--- src/rtl/pe_cfg_pkg.sv ---
// Shared definitions for the PE config loader: widths, FSM states and PE control word fields.
// Used by the RTL and by the bench when it builds control words.
package pe_cfg_pkg;

    localparam int CTRL_W = 8;
    localparam int NIB_W  = 4;

    typedef enum logic [2:0] {
        IDLE    = 3'd0,
        LOAD_HI = 3'd1,
        LOAD_LO = 3'd2,
        COMMIT  = 3'd3,
        RUN     = 3'd4
    } cfg_state_t;

    // PE control word layout: SEL_OP0=[7:5], SEL_OP1=[4:2], ALU_OP=[1:0]
    localparam int ALU_OP_LSB  = 0;
    localparam int ALU_OP_W    = 2;
    localparam int SEL_OP1_LSB = 2;
    localparam int SEL_OP1_W   = 3;
    localparam int SEL_OP0_LSB = 5;
    localparam int SEL_OP0_W   = 3;

    function automatic logic [CTRL_W-1:0] pack_ctrl(
        input logic [SEL_OP0_W-1:0] sel_op0,
        input logic [SEL_OP1_W-1:0] sel_op1,
        input logic [ALU_OP_W-1:0]  alu_op
    );
        logic [CTRL_W-1:0] w;
        w = '0;
        w[SEL_OP0_LSB +: SEL_OP0_W] = sel_op0;
        w[SEL_OP1_LSB +: SEL_OP1_W] = sel_op1;
        w[ALU_OP_LSB  +: ALU_OP_W]  = alu_op;
        return w;
    endfunction

endpackage

--- src/rtl/pe_cfg_loader.sv ---
// Assembles nibble stream into per-PE control words held in shadow registers; sequences PE enables.
// Latency: first handshake one cycle after start; commit strobe 2*NUM_PE+1 cycles after start. cfg_ready only in load states.
module pe_cfg_loader
    import pe_cfg_pkg::*;
#(
    parameter int NUM_PE = 4
) (
    input  logic                     clock,
    input  logic                     reset,
    input  logic                     start,
    input  logic                     cfg_valid,
    input  logic [NIB_W-1:0]         cfg_data,
    output logic                     cfg_ready,
    input  logic                     step,
    output logic [NUM_PE*CTRL_W-1:0] ctrl_out,
    output logic [NUM_PE-1:0]        pe_en,
    output logic                     busy,
    output logic                     done
);

    localparam int IDX_W = (NUM_PE > 1) ? $clog2(NUM_PE) : 1;
    localparam logic [IDX_W-1:0] LAST_IDX = IDX_W'(NUM_PE - 1);

    cfg_state_t        state_q,  state_d;
    logic [IDX_W-1:0]  pe_idx_q, pe_idx_d;
    logic [NIB_W-1:0]  hi_buf_q, hi_buf_d;
    logic [CTRL_W-1:0] shadow_q [NUM_PE];
    logic [CTRL_W-1:0] shadow_d [NUM_PE];
    logic              xfer;

    always_comb begin
        cfg_ready = (state_q == LOAD_HI) || (state_q == LOAD_LO);
        busy      = cfg_ready || (state_q == COMMIT);
        done      = (state_q == COMMIT);
        xfer      = cfg_valid & cfg_ready;
        pe_en     = '0;
        if (state_q == COMMIT) begin
            pe_en = '1;
        end else if (state_q == RUN && step && !start) begin
            // a restart wins over step so PEs never latch during a reload
            pe_en = '1;
        end
    end

    always_comb begin
        state_d  = state_q;
        pe_idx_d = pe_idx_q;
        hi_buf_d = hi_buf_q;
        for (int i = 0; i < NUM_PE; i++) begin
            shadow_d[i] = shadow_q[i];
        end
        case (state_q)
            IDLE, RUN: begin
                if (start) begin
                    state_d  = LOAD_HI;
                    pe_idx_d = '0;
                end
            end
            LOAD_HI: begin
                if (xfer) begin
                    hi_buf_d = cfg_data;
                    state_d  = LOAD_LO;
                end
            end
            LOAD_LO: begin
                if (xfer) begin
                    shadow_d[pe_idx_q] = {hi_buf_q, cfg_data};
                    if (pe_idx_q == LAST_IDX) begin
                        state_d = COMMIT;
                    end else begin
                        pe_idx_d = pe_idx_q + 1'b1;
                        state_d  = LOAD_HI;
                    end
                end
            end
            COMMIT:  state_d = RUN;
            default: state_d = IDLE;
        endcase
    end

    always_ff @(posedge clock or negedge reset) begin
        if (!reset) begin
            state_q  <= IDLE;
            pe_idx_q <= '0;
            hi_buf_q <= '0;
            for (int i = 0; i < NUM_PE; i++) begin
                shadow_q[i] <= '0;
            end
        end else begin
            state_q  <= state_d;
            pe_idx_q <= pe_idx_d;
            hi_buf_q <= hi_buf_d;
            for (int i = 0; i < NUM_PE; i++) begin
                shadow_q[i] <= shadow_d[i];
            end
        end
    end

    for (genvar g = 0; g < NUM_PE; g++) begin : g_ctrl
        assign ctrl_out[g*CTRL_W +: CTRL_W] = shadow_q[g];
    end

endmodule
--- config.mk ---
export PLATFORM = sky130hd
export DESIGN_NAME = pe_cfg_loader
export DESIGN_NICKNAME = d
export VERILOG_FILES = /design/src/rtl/pe_cfg_pkg.sv /design/src/rtl/pe_cfg_loader.sv
export SDC_FILE = /design/constraint.sdc
export NUM_CORES = 1
export LEC_CHECK = 0
export ABC_AREA = 1
export BUFFER_PORTS_ARGS = -buffer_cell sky130_fd_sc_hd__buf_2
export CAP_MARGIN = 15
export CORE_AREA = 4 4 63 65
export CTS_BUF_LIST = sky130_fd_sc_hd__clkbuf_8
export CTS_CLUSTER_DIAMETER = 30
export DETAILED_ROUTE_END_ITERATION = 8
export DIE_AREA = 0 0 67 69
export PLACE_DENSITY_LB_ADDON = 0.1
export RECOVER_POWER = 50
export SLEW_MARGIN = 20
export SYNTH_ARGS = -nofsm -noshare
export SYNTH_HDL_FRONTEND = slang
export SYNTH_SLANG_ARGS = --single-unit
--- constraint.sdc ---
create_clock -name clock -period 1.6 [get_ports clock]
set_input_delay 0.32 -clock clock [delete_from_list [all_inputs] [get_ports clock]]
set_output_delay 0.32 -clock clock [all_outputs]
set_load 0.02 [all_outputs]
==> results of run 1 <==
-- cell families (layout without fill, tap and decap cells) --
kind of cell	Yosys count	count (layout)	share of synthesized area
buf+inv	28	83	0.08297
compound gates	39	39	0.1277
simple gates	71	71	0.1794
flops	41	41	0.5816
fa+ha+maj	4	4	0.02837
-- registers in the layout, summed over array words and instances (netlist names) --
| signal | cells |
|---|---|
| hi_buf_q | 4 |
| ctrl_out | 32 |
| state_q | 3 |
| pe_idx_q | 2 |
-- Yosys cell counts (all sizes together) --
| cell | number | area (µm²) |
|---|---|---|
| nand3 | 5 | 37.54 |
| inv | 21 | 78.82 |
| dfrtp | 41 | 1026 |
| buf | 7 | 67.56 |
| nor2 | 11 | 57.56 |
| ha | 4 | 50.05 |
| nand2 | 55 | 221.5 |
| o21ai | 39 | 225.2 |
-- path summary, 6_finish.rpt --
path | from | to | slack, ps | cells past startpoint
max reg2reg | state_q[0] | pe_idx_q[1] | 160 | 6
min reg2reg | ctrl_out[15] | ctrl_out[15] | 490 | 2
min in group clock | cfg_data[1] | ctrl_out[17] | 370 | 3
max in group asynchronous | reset | ctrl_out[15] | 750 | 2
min | reset | ctrl_out[28] | 250 | 2
max | state_q[0] | pe_en[1] | -70 | 6
-- routing by layer --
layer / wire length [µm] / global-route usage
met1: 1669 / 0.2258
met5: 0 / 0
met2: 1926 / 0.3024
met4: 82 / 0.05631
met3: 256 / 0.05682
-- cell usage in the layout, fill, tap and decap left out, types with 3 or more instances in the layout --
cell / count
dfrtp_1: 41
buf_6: 6
ha_1: 4
nand3_1: 3
nor2_1: 6
clkbuf_1: 17
nand2_1: 50
buf_4: 5
o21ai_2: 8
clkbuf_8: 7
o21ai_0: 15
o21ai_1: 16
buf_2: 25
nand2_2: 3
inv_1: 19
-- through the flow --
stage	setup TNS (ps)	hold slack [ps]
6_report	-300.8	251.9
2_1_floorplan	0	24.41
3_5_place_dp	0	405.8
4_1_cts	-302.2	87.69
3_3_place_gp	0	402.5
5_1_grt	-666.6	332.8
-- power breakdown --
part	internal, mW	switching [mW]
Combinational	0.577	1.04
Sequential	1.31	0.175
Clock	0.390	0.347
Total	2.27	1.56
-- what timing repair did --
item	4_1_cts	5_1_grt
buffers inserted	2	3
cloned	0	0
resized for setup	7	13
pin swaps	2	4
endpoints found under the setup margin	4	6
-- final cells by class --
cell class	instances	area, µm²
timing repair buffer	54	299.0
tap	46	57.56
clock buffer	7	96.34
clock inverter	1	5.005
inverter	21	78.83
sequential	41	1026
multi-input combinational	114	624.3
fill	300	1150
==> results.yml, run 1 <==
run_status:
  status: "complete, but fails checks"
  violations: "setup timing"
min_path:
  hold_class: "in2async"
route:
  drc: 0
  drtPass1Iterations: 4
  drt_iter0_markers: 84
  via_count: 1404
  wl_per_cell_um: 13.86
  routed_via_density: 4.944
  ant_nets: 0
  drt-total-wl_um: 3935
power:
  finalPower_mw: 3.839
  p_per_area_nw_per_um2: 1755
  p_leak_nw: 1.150
  peakVddDrop_mv: 0.8791
critical_path:
  cp.required_ps: 1280
  slowest_delay_ps: 410
  cp_data_arrival_time_ps: 1350
  cp_num_buf_inv: 2
  cp-end-kind: "output pin"
  crit_path_top_delay_cell: "dfrtp_1"
  path_delay_family: "simple AND/OR/NAND/NOR gates"
  crit_type: "reg2out"
  cp-start-kind: "flop"
  cp_max_fo: 4
  worstPathCellList: "nor2_2 -> inv_2 -> nor2_4 -> nand3_2 -> nand2_4 -> buf_6"
timing:
  slew_headroom: 0.3559
  finClkSkew_ps: 2.838
  final_hold_viol_count: 0
  worstMarginPinSlew_ps: 966.1
  drv_slew: 0
  rsz0062_at_grt: "true"
  min_period_ps: 1668
  setup_slack_ps: -68.21
  clock.fmax_mhz: 599.4
  period_share: 1.043
  finalSetupViolations: 5
layout:
  finalNetCount: 250
  synthToLayoutAreaGrowth_pct: 23.97
  final_area_um2: 2187
  drive_gt1_frac: 0.2815
  layoutNonFillerInstCount: 284
  fin_util: 0.6554
  diodes: 0
logic_synthesis:
  synth_nets: 196
  syn_area_um2: 1764
  syn_area_per_cell_um2: 9.640
  syn_inst: 183
  post_synth_num_cell_types: 16
  ys_seq_area_frac: 0.5816
  ys.warnings.count: 0
  synth_seq_cells: 41
placed_design:
  dp.cells: 271
  dpl.hpwl_um: 2711
  port_buffers: 47
  gp_congestion: 0.7921
  pre_cts_slack_ps: 85.16
  place_area_um2: 2007
global_routing:
  grt_max_degree: 42
  grt_pass1_wl_um: 6520
  groute.usage.overall: 0.1833
  overflow: 0
  grt_pass1_vias: 1402
  grt_antenna_before_repair: 0
cts:
  cts_buffer_depth: 2
  tritoncts: "done"
  clock-sinks: 41
  cts_buffers: 5
  clk_pin_slew_ps: 80
  htreeDepth: 2
  clock_latency_ps: 290
  ctsHoldBuffers: 0
  clockRootBuffer: "clkbuf_8"
floorplanning:
  num_rows: 21
  io_pins: 48
  start_util: 0.5287
  die_w_um: 67
  core_area_um2: 3337
  dieArea_um2: 4623
  fp.dieH_um: 69
flow_run:
  maxCapViolations: 0
Note: power is estimated with default switching activity, not from simulation.
==> run 2, diff against run 1 <==
--- a/config.mk
+++ b/config.mk
@@ -15,6 +15,7 @@
 export DIE_AREA = 0 0 67 69
 export PLACE_DENSITY_LB_ADDON = 0.1
 export RECOVER_POWER = 50
+export REMOVE_ABC_BUFFERS = 1
 export SLEW_MARGIN = 20
 export SYNTH_ARGS = -nofsm -noshare
 export SYNTH_HDL_FRONTEND = slang
==> run 2 against run 1 <==
The flow still finishes with violations (setup timing). Sequential power about the same. Worst setup slack worse by 9.8 ps. Combinational power about the same. Die area unchanged. Via count down 0.85%. Non-clock buffer count up 1. Count of clock-buffer cells in the layout down 2. Routed wire length down 4.4%. Clock skew up 3.3 ps. Clock power down 18%. Sequential share of layout area up 0.38 points. Utilization down 0.52 points. Critical path type unchanged.
==> results.yml, run 2 (synthesis gave the netlist of run 1 again) <==
run_status:
  status: "complete, but fails checks"
  violations: "setup timing"
route:
  ant_nets: 0
  drt_iter0_markers: 103
  drtPass1Iterations: 4
  wl_per_cell_um: 13.29
  drc: 0
  drt-total-wl_um: 3761
  via_count: 1392
  routed_via_density: 4.919
critical_path:
  crit_type: "reg2out"
  cp_max_fo: 4
  cp-start-kind: "flop"
  cp_data_arrival_time_ps: 1360
  rr_startpoint: "state_q[2]"
  r2r_setup_slack_ps: 170
  cp-end-kind: "output pin"
  r2r_cells: 6
  reg2reg_to: "ctrl_out[22]"
  cp.required_ps: 1280
layout:
  ff_latch_area_um2: 1026
  largest_reg_flops: 32
  synthToLayoutAreaGrowth_pct: 22.98
  finalNetCount: 251
  layoutNonFillerInstCount: 283
  drive_gt1_frac: 0.2743
  layout_common_cells: "nand2_1 (49), dfrtp_1 (41), buf_2 (24)"
  multi_input_area_um2: 619.3
  n_fill_cell: 308
  diodes: 0
  mostFrequentLayoutCell: "nand2_1"
timing:
  rsz0062_at_grt: "true"
  period_share: 1.049
  setup_slack_ps: -78.03
  drv_slew: 0
  finClkSkew_ps: 6.152
  finalSetupViolations: 4
  min_period_ps: 1678
  final_hold_viol_count: 0
  worstMarginPinSlew_ps: 999.9
  slew_headroom: 0.3334
  clock.fmax_mhz: 595.9
power:
  finalPower_mw: 3.682
  p_leak_nw: 1.139
  peakVddDrop_mv: 1.061
  p_per_area_nw_per_um2: 1697
placed_design:
  gp_congestion: 0.8845
  dpl.hpwl_um: 2610
  port_buffers: 47
  dp.cells: 271
cts:
  clk_pin_slew_ps: 70
  clockRootBuffer: "clkbuf_8"
  tritoncts: "done"
  cts_buffer_depth: 2
  htreeDepth: 2
  clock_latency_ps: 290
  clock-sinks: 41
  cts_buffers: 5
floorplanning:
  die_w_um: 67
  num_rows: 21
  start_util: 0.5287
  core_area_um2: 3337
  io_pins: 48
  dieArea_um2: 4623
  fp.dieH_um: 69
min_path:
  whs_path_depth: 3
  hold_path_startpoint: "cfg_data[3]"
  hold_class: "in2reg"
  holdPathEnd: "ctrl_out[11]"
global_routing:
  overflow: 0
  grt_pass1_vias: 1342
  grt_antenna_before_repair: 0
  grt_max_degree: 25
  groute.usage.overall: 0.1702
  grt_pass1_wl_um: 6058
flow_run:
  maxCapViolations: 0
## run 2: changes by cell type in the layout (fill, tap and decap cells not counted), sizes merged
| cell | delta |
|---|---|
| dlygate4sd3 | +1 |
| buf | +1 |
| clkbuf | -3 |
## run 2: timing repair
item	4_1_cts	5_1_grt
gates cloned	0	0
pin swaps	2	4
endpoints found under the setup margin	4	5
hold endpoints to repair	17	0
gates resized for setup	7	13
hold buffers	1	0
buffers inserted	2	3
## run 2: area by class of cell
type,instances,area share
tap,46,0.02653
sequential,41,0.4729
inverter,21,0.03633
clock inverter,1,0.002307
timing repair buffer,55,0.1448
clock buffer,5,0.03172
multi-input combinational,114,0.2855
## run 2: report_power, final
group          switching, mW  leakage, nW  internal, mW
registers              0.176        0.551          1.31
clock network          0.317       0.0399         0.287
logic                   1.01        0.549         0.586
## run 2: metrics by stage
| step | TNS (ps) | util | setup slack, ps | area (µm²) | hold slack, ps |
|---|---|---|---|---|---|
| finish | -299.6 | 0.6502 | -78.03 | 2170 | 348.6 |
| global route | -1285 | 0.6502 | -155.7 | 2170 | 368.0 |
| CTS | -193.2 | 0.6393 | -49.46 | 2133 | 345.2 |
| detailed placement | 0 | 0.6044 | 77.05 | 2017 | 284.8 |
| global placement | 0 | 0.6044 | 161.7 | 2017 | 282.4 |
| floorplan | -826.3 | - | -206.6 | 1697 | 24.41 |
## run 2: routing by layer
layer / vias to the layer above / global-route usage / share of wire
met5: - / 0 / 0
met4: 0 / 0.06081 / 0.0077
met3: 4 / 0.05357 / 0.053
met2: 40 / 0.2686 / 0.49
met1: 666 / 0.2167 / 0.45
li1: 682 / - / -
## run 2: how the worst max path moves through the flow
stage,slack (ps),cells past startpoint,end,startpoint
2_1_floorplan,-210,5,pe_en[0],state_q[2]
3_3_place_gp,160,6,pe_en[0],state_q[0]
3_5_place_dp,80,6,pe_en[2],state_q[0]
4_1_cts,-50,6,pe_en[2],state_q[1]
5_1_grt,-160,6,pe_en[3],state_q[0]
6_report,-80,6,pe_en[3],state_q[0]
## run 2: critical path, cell delays in order, from the launching register on
cell and delay (ps):
dfrtp_1 410, nor2_2 160, inv_2 70, nor2_4 100, nand3_2 100, nand2_4 110, buf_6 130
